--- config.mk ---
export PLATFORM = sky130hd
export DESIGN_NAME = frame_serializer_ctrl_flat
export DESIGN_NICKNAME = d
export VERILOG_FILES = /design/src/rtl/frame_serializer_ctrl_pkg.sv /design/src/rtl/frame_serializer_ctrl_if.sv /design/src/rtl/frame_serializer_ctrl_shreg.sv /design/src/rtl/frame_serializer_ctrl.sv /design/src/flat_wrapper.sv
export SDC_FILE = /design/constraint.sdc
export NUM_CORES = 1
export LEC_CHECK = 0
export CORE_UTILIZATION = 50
export CTS_CLUSTER_DIAMETER = 120
export DETAILED_ROUTE_END_ITERATION = 8
export PLACE_DENSITY = 0.78
export SETUP_SLACK_MARGIN = 0.02
export SYNTH_ARGS = -nofsm -noshare
export SYNTH_HDL_FRONTEND = slang
export SYNTH_SLANG_ARGS = --single-unit
--- constraint.sdc ---
create_clock -name clk -period 1.9 [get_ports clk]
set_input_delay 0.285 -clock clk [delete_from_list [all_inputs] [get_ports clk]]
set_output_delay 0.285 -clock clk [all_outputs]
set_load 0.01 [all_outputs]
--- src/rtl/frame_serializer_ctrl_pkg.sv ---
// frame_serializer_ctrl_pkg
//   Shared types and helpers for the frame serializer.
//   - state_t : serializer sequencing states (IDLE/LOAD/SHIFT/GAP), 2-bit encoding
//   - DEF_*   : default parameter values
//   - cnt_w() : width of a down/up counter that must hold 0..n-1 (minimum 1 bit)
package frame_serializer_ctrl_pkg;

   typedef enum logic [1:0] {
      ST_IDLE  = 2'd0,
      ST_LOAD  = 2'd1,
      ST_SHIFT = 2'd2,
      ST_GAP   = 2'd3
   } state_t;

   localparam int DEF_DATA_W          = 16;
   localparam int DEF_WORDS_PER_FRAME = 8;
   localparam int DEF_GAP_BITS        = 2;

   function automatic int cnt_w(input int n);
      return (n <= 2) ? 1 : $clog2(n);
   endfunction

endpackage

--- src/rtl/frame_serializer_ctrl_if.sv ---
// frame_serializer_ctrl_if
//   Bundles the bit-slot tick, run permission, upstream valid/ready word port
//   and the serial output side of the frame serializer.
//   slave  : serializer side (consumes words, drives serial outputs)
//   master : driver side (supplies ena/is_running/words, observes outputs)
interface frame_serializer_ctrl_if #(
   parameter int DATA_W          = 16,
   parameter int WORDS_PER_FRAME = 8
);
   localparam int WC_W = $clog2(WORDS_PER_FRAME + 1);

   logic              ena;
   logic              is_running;
   logic [DATA_W-1:0] s_data;
   logic              s_valid;
   logic              s_ready;
   logic              ser_out;
   logic              ser_valid;
   logic              frame_start;
   logic              frame_end;
   logic              underrun;
   logic [WC_W-1:0]   word_cnt;

   modport slave (
      input  ena, is_running, s_data, s_valid,
      output s_ready, ser_out, ser_valid, frame_start, frame_end, underrun, word_cnt
   );

   modport master (
      output ena, is_running, s_data, s_valid,
      input  s_ready, ser_out, ser_valid, frame_start, frame_end, underrun, word_cnt
   );

endinterface

--- src/rtl/frame_serializer_ctrl_shreg.sv ---
// frame_serializer_ctrl_shreg
//   DATA_W-bit load/shift register, MSB first.
//   clk     : clock
//   rst     : synchronous active-high reset (clears register)
//   i_load  : capture i_data (takes priority over shift)
//   i_shift : shift left by one, zero fill
//   i_data  : parallel word
//   o_msb   : current MSB
module frame_serializer_ctrl_shreg #(
   parameter int DATA_W = 16
) (
   input  logic              clk,
   input  logic              rst,
   input  logic              i_load,
   input  logic              i_shift,
   input  logic [DATA_W-1:0] i_data,
   output logic              o_msb
);

   logic [DATA_W-1:0] r_shreg;
   logic [DATA_W-1:0] w_shifted;

   assign w_shifted[0] = 1'b0;
   for (genvar gi = 1; gi < DATA_W; gi++) begin : g_shift
      assign w_shifted[gi] = r_shreg[gi-1];
   end

   always_ff @(posedge clk) begin
      if (rst) begin
         r_shreg <= '0;
      end else if (i_load) begin
         r_shreg <= i_data;
      end else if (i_shift) begin
         r_shreg <= w_shifted;
      end
   end

   assign o_msb = r_shreg[DATA_W-1];

endmodule

--- src/rtl/frame_serializer_ctrl.sv ---
// frame_serializer_ctrl
//   Pulls words over a valid/ready handshake while running, shifts each out
//   MSB first one bit per ena slot, groups WORDS_PER_FRAME words into a frame
//   followed by GAP_BITS idle slots, and flags a sticky underrun when the
//   upstream stalls mid-frame.
//   clk  : clock, everything on posedge
//   rst  : synchronous active-high reset
//   bus  : frame_serializer_ctrl_if.slave
//          in : ena, is_running, s_data, s_valid
//          out: s_ready (combinational), ser_out, ser_valid, frame_start,
//               frame_end, underrun (sticky), word_cnt
module frame_serializer_ctrl
   import frame_serializer_ctrl_pkg::*;
#(
   parameter int DATA_W          = DEF_DATA_W,
   parameter int WORDS_PER_FRAME = DEF_WORDS_PER_FRAME,
   parameter int GAP_BITS        = DEF_GAP_BITS
) (
   input logic                  clk,
   input logic                  rst,
   frame_serializer_ctrl_if.slave bus
);

   localparam int WC_W = $clog2(WORDS_PER_FRAME + 1);
   localparam int BC_W = cnt_w(DATA_W);
   localparam int GC_W = cnt_w(GAP_BITS);

   localparam logic [WC_W-1:0] LAST_WORD = WC_W'(WORDS_PER_FRAME - 1);
   localparam logic [BC_W-1:0] TOP_BIT   = BC_W'(DATA_W - 1);
   localparam logic [GC_W-1:0] GAP_TOP   = GC_W'((GAP_BITS > 0) ? GAP_BITS - 1 : 0);

   state_t          r_state;
   logic [BC_W-1:0] r_bit_cnt;
   logic [WC_W-1:0] r_word_cnt;
   logic [GC_W-1:0] r_gap_cnt;
   logic            r_ser_out;
   logic            r_ser_valid;
   logic            r_frame_start;
   logic            r_frame_end;
   logic            r_underrun;

   logic            w_load;
   logic            w_shift;
   logic            w_msb;

   // The load strobe is exactly the handshake cycle.
   assign w_load  = bus.ena && (r_state == ST_LOAD) && bus.s_valid && !rst;
   assign w_shift = bus.ena && (r_state == ST_SHIFT) && !rst;

   frame_serializer_ctrl_shreg #(.DATA_W(DATA_W)) u_shreg (
      .clk     (clk),
      .rst     (rst),
      .i_load  (w_load),
      .i_shift (w_shift),
      .i_data  (bus.s_data),
      .o_msb   (w_msb)
   );

   always_ff @(posedge clk) begin
      if (rst) begin
         r_state       <= ST_IDLE;
         r_bit_cnt     <= '0;
         r_word_cnt    <= '0;
         r_gap_cnt     <= '0;
         r_ser_out     <= 1'b0;
         r_ser_valid   <= 1'b0;
         r_frame_start <= 1'b0;
         r_frame_end   <= 1'b0;
         r_underrun    <= 1'b0;
      end else if (bus.ena) begin
         // Every slot that is not a SHIFT slot presents an idle serial line.
         r_ser_out     <= 1'b0;
         r_ser_valid   <= 1'b0;
         r_frame_start <= 1'b0;
         r_frame_end   <= 1'b0;
         case (r_state)
            ST_IDLE: begin
               if (bus.is_running) begin
                  r_state    <= ST_LOAD;
                  r_word_cnt <= '0;
               end
            end
            ST_LOAD: begin
               if (bus.s_valid) begin
                  r_bit_cnt <= TOP_BIT;
                  r_state   <= ST_SHIFT;
               end else if (r_word_cnt == '0) begin
                  // Frame boundary: the only place run permission is honoured.
                  if (!bus.is_running) begin
                     r_state <= ST_IDLE;
                  end
               end else begin
                  r_underrun <= 1'b1;
               end
            end
            ST_SHIFT: begin
               r_ser_out     <= w_msb;
               r_ser_valid   <= 1'b1;
               r_frame_start <= (r_word_cnt == '0) && (r_bit_cnt == TOP_BIT);
               r_frame_end   <= (r_word_cnt == LAST_WORD) && (r_bit_cnt == '0);
               r_bit_cnt     <= r_bit_cnt - BC_W'(1);
               if (r_bit_cnt == '0) begin
                  if (r_word_cnt == LAST_WORD) begin
                     r_word_cnt <= '0;
                     if (GAP_BITS == 0) begin
                        r_state <= ST_LOAD;
                     end else begin
                        r_state   <= ST_GAP;
                        r_gap_cnt <= GAP_TOP;
                     end
                  end else begin
                     r_word_cnt <= r_word_cnt + WC_W'(1);
                     r_state    <= ST_LOAD;
                  end
               end
            end
            ST_GAP: begin
               if (r_gap_cnt == '0) begin
                  r_state <= bus.is_running ? ST_LOAD : ST_IDLE;
               end else begin
                  r_gap_cnt <= r_gap_cnt - GC_W'(1);
               end
            end
            default: r_state <= ST_IDLE;
         endcase
      end
   end

   assign bus.s_ready     = (r_state == ST_LOAD) && bus.ena && !rst;
   assign bus.ser_out     = r_ser_out;
   assign bus.ser_valid   = r_ser_valid;
   assign bus.frame_start = r_frame_start;
   assign bus.frame_end   = r_frame_end;
   assign bus.underrun    = r_underrun;
   assign bus.word_cnt    = r_word_cnt;

endmodule

--- src/flat_wrapper.sv ---
// flat-port wrapper written by rule: the top's interface ports become plain ports
module frame_serializer_ctrl_flat import frame_serializer_ctrl_pkg::*;
#(
   parameter int DATA_W          = DEF_DATA_W,
   parameter int WORDS_PER_FRAME = DEF_WORDS_PER_FRAME,
   parameter int GAP_BITS        = DEF_GAP_BITS
)
  (clk, rst, bus_ena, bus_is_running, bus_s_data, bus_s_valid, bus_s_ready, bus_ser_out, bus_ser_valid, bus_frame_start, bus_frame_end, bus_underrun, bus_word_cnt);
  frame_serializer_ctrl_if #(.DATA_W(DATA_W), .WORDS_PER_FRAME(WORDS_PER_FRAME)) bus_i ();
  input logic clk;
  input logic rst;
  input wire logic [$bits(bus_i.ena)-1:0] bus_ena;
  input wire logic [$bits(bus_i.is_running)-1:0] bus_is_running;
  input wire logic [$bits(bus_i.s_data)-1:0] bus_s_data;
  input wire logic [$bits(bus_i.s_valid)-1:0] bus_s_valid;
  output wire logic [$bits(bus_i.s_ready)-1:0] bus_s_ready;
  output wire logic [$bits(bus_i.ser_out)-1:0] bus_ser_out;
  output wire logic [$bits(bus_i.ser_valid)-1:0] bus_ser_valid;
  output wire logic [$bits(bus_i.frame_start)-1:0] bus_frame_start;
  output wire logic [$bits(bus_i.frame_end)-1:0] bus_frame_end;
  output wire logic [$bits(bus_i.underrun)-1:0] bus_underrun;
  output wire logic [$bits(bus_i.word_cnt)-1:0] bus_word_cnt;
  assign bus_i.ena = bus_ena;
  assign bus_i.is_running = bus_is_running;
  assign bus_i.s_data = bus_s_data;
  assign bus_i.s_valid = bus_s_valid;
  assign bus_s_ready = bus_i.s_ready;
  assign bus_ser_out = bus_i.ser_out;
  assign bus_ser_valid = bus_i.ser_valid;
  assign bus_frame_start = bus_i.frame_start;
  assign bus_frame_end = bus_i.frame_end;
  assign bus_underrun = bus_i.underrun;
  assign bus_word_cnt = bus_i.word_cnt;
  frame_serializer_ctrl #(.DATA_W(DATA_W), .WORDS_PER_FRAME(WORDS_PER_FRAME), .GAP_BITS(GAP_BITS)) u_core (.clk(clk), .rst(rst), .bus(bus_i));
endmodule
==> impl_metrics.toml <==
[status]
outcome = "finished, final reports clean"

[worst_setup_path]
r2r_cells = 5
cp.arrival_ns = 1.42
critPathRequiredTime_ns = 1.62
end_kind = "output pin"
criticalPathCategory = "primary input to output pin"
cp-start-kind = "primary input"
crit_path_max_incr_delay_ns = 0.43
cpMaxStageDelayCell = "clkdlybuf4s50_1"
worst-path-max-fanout = 2
crit_chain = "clkdlybuf4s50_1 -> nor4bb_2 -> buf_4 -> dlygate4sd2_1"

[hold_path]
hold_path_depth = 2
hold_path.class = "flip-flop to flip-flop"

[sta]
rsz0062_at_grt = "no"
fin_crit_sh_pct = 89.5
worstMarginPinSlew_ns = 0.415
slew_viol_final = 0
fin_tns_setup_ns = 0
finalSetupViolations = 0
fin_skew_ns = 0.0132
finalHoldViolCount = 0
slew_headroom_pct = 72.3
fmax_mhz = 588
layout_min_cycle_time_ns = 1.70

[yosys]
avgSynthCellArea_um2 = 8.92
ys.warnings.count = 0
synth_top_area_share_pct = 40.6
syn_nets = 203
yosysTopAreaCell = "dfxtp_1"
synthCells = 177
synth_area_um2 = 1580
netlist_top_cells_area = "dfxtp_1 (41%), a32oi_1 (8.9%), a21oi_1 (6.7%)"
ys_seq_area_share_pct = 40.6
synth-edff-count = 0
ys_ff_latch = 32
synth_cell_type_count = 45
ys.flop_type = "dfxtp_1"
async_flop_share_pct = 0

[placed_design]
routabilityCongestion = 0.807
dpl_cell_area_um2 = 1970
hpwl_mm = 2.52
port_buffers = 30

[die]
design.portCount = 31
die_w_um = 58.2
fp.dieH_um = 58.2
start_util_pct = 52.1
rows = 20
dieArea_um2 = 3390
core_area_um2 = 3030

[grt]
grt_usage_pct = 24.1
grt_max_degree = 32
grt_pass1_wl_mm = 6.15
grt_overflow = 0
grt_pass1_vias = 1344
antenna_found_initial = 0

[final_layout]
drive_gt1_share_pct = 11.2
diodes = 0
postLayoutCellArea_um2 = 2030
nets = 239
fill_cells = 244
area_delta_synth_final_pct = 28.4

[pwr]
leakage_uw = 0.000711
vdd_drop_max_uv = 440
power_density_nw_per_um2 = 624

[clock_network]
h-tree-depth = 2
cts_root_buffer = "clkbuf_4"
path_clk_slew_ns = 0.09
numCtsBuffers = 5
insertion_delay_ns = 0.34
cts_tree = "done"
ctsHoldBuffers = 0
clockBufferDepth = 2
cts.sinks = 32

[detailed_routing]
drc = 0
wire_per_inst_um = 14.4
first_pass_iters = 4
vias = 1508
wl_mm = 3.70
postRouteAntennaNets = 0
viasPerCell = 5.84
drt_iter0_markers = 64

[job]
maxCapViolCount = 0
report_power, final:
part / total, uW / switching, uW / internal [uW] / leakage [uW]
clock network: 407 / 225 / 182 / 0.0000326
logic: 168 / 80.9 / 86.8 / 0.000420
registers: 690 / 8.76 / 682 / 0.000258
repair_timing:
| item | in CTS | in global routing |
|---|---|---|
| gates resized for setup | 1 | 0 |
| buffers inserted | 0 | 0 |
| setup endpoints to repair | 1 | 0 |
layout by cell type (no fill, tap or decap), types with 2 or more instances in the layout:
cell | Yosys | layout
a21oi_1 | 21 | 21
a31oi_1 | 4 | 4
a32oi_1 | 16 | 16
and3_1 | 2 | 2
buf_4 | 2 | 14
clkbuf_1 | 9 | 2
clkbuf_4 | 0 | 5
clkdlybuf4s50_1 | 0 | 29
dfxtp_1 | 32 | 32
ha_1 | 5 | 5
inv_1 | 9 | 9
nand2_1 | 6 | 6
nand2b_1 | 6 | 6
nand3_1 | 20 | 20
nand3b_1 | 2 | 2
nand4_1 | 2 | 2
nand4b_1 | 2 | 2
nor2_1 | 2 | 2
nor2b_1 | 2 | 2
nor3b_1 | 3 | 3
o211ai_1 | 2 | 2
or3_1 | 2 | 2
cells in the mapped netlist, types with 2 or more instances:
library cell,number
a21oi_1,21
a31oi_1,4
a32oi_1,16
and3_1,2
buf_2,3
buf_4,2
clkbuf_1,9
dfxtp_1,32
ha_1,5
inv_1,9
nand2_1,6
nand2b_1,6
nand3_1,20
nand3b_1,2
nand4_1,2
nand4b_1,2
nor2_1,2
nor2b_1,2
nor3b_1,3
nor4bb_1,2
o211ai_1,2
or3_1,2
area by class of cell:
| class | count | area [um^2] | share of cell area (%) |
|---|---|---|---|
| Clock buffer | 8 | 58.8 | 2.90 |
| Inverter | 10 | 37.5 | 1.85 |
| Multi-Input combinational cell | 120 | 832 | 41.0 |
| Sequential cell | 32 | 641 | 31.6 |
| Tap cell | 44 | 55.1 | 2.71 |
| Timing Repair Buffer | 44 | 404 | 19.9 |
registers in the layout (all words and copies together) (netlist names):
name and flops:
u_core.r_gap_cnt 1, u_core.bus.ser_valid 1, u_core.r_bit_cnt 4, u_core.bus.frame_start 1, u_core.r_state 2, u_core.bus.underrun 1, u_core.bus.word_cnt 4, u_core.bus.frame_end 1
u_core.u_shreg.r_shreg 16, u_core.bus.ser_out 1
worst paths after layout:
| check | slack (ns) | startpoint | endpoint |
|---|---|---|---|
| worst min register to register | 0.47 | u_core.u_shreg.r_shreg[15] | u_core.u_shreg.r_shreg[15] |
| worst max register to register | 0.22 | u_core.bus.word_cnt[0] | u_core.bus.frame_start |
| worst max-delay path | 0.20 | rst | bus_s_ready |
| worst min-delay path | 0.47 | u_core.u_shreg.r_shreg[15] | u_core.u_shreg.r_shreg[15] |
worst max-delay path: cells and delay by family:
kind                   cells  cell delay, ns
buffers and inverters      3            0.86
and+or+nand+nor            1            0.27
metal layers:
layer | vias to the layer above | part of all wire [%] | track usage, % | wire, um
met5 | - | 0 | 0 | 0
met4 | 0 | 1.9 | 9.52 | 71
met3 | 9 | 6.2 | 6.47 | 230
met2 | 52 | 46 | 36.6 | 1720
met1 | 701 | 45 | 32.6 | 1680
li1 | 746 | - | - | -
cells by family after synthesis:
logic type	synth area share, %
AOI/OAI and AO/OA	23.8
xor gates and xnor gates	0.555
adders and majority gates	3.96
buffers and inverters	7.13
DFF	40.6
muxes	0.634
and+or+nand+nor	23.4
through the flow:
step / total power, uW / util, % / instances / hold WS (ns) / setup WS (ns)
5_1_grt: 1320 / 67.0 / 258 / 0.491 / 0.174
6_report: 1270 / 67.0 / 258 / 0.471 / 0.199
2_1_floorplan: 790 / - / 177 / 0.443 / 0.312
3_3_place_gp: 868 / 65.1 / 250 / 0.452 / -0.0669
4_1_cts: 1270 / 67.0 / 258 / 0.476 / 0.195
3_5_place_dp: 871 / 65.1 / 250 / 0.459 / -0.0594
Power figures use the tool's default switching activity.
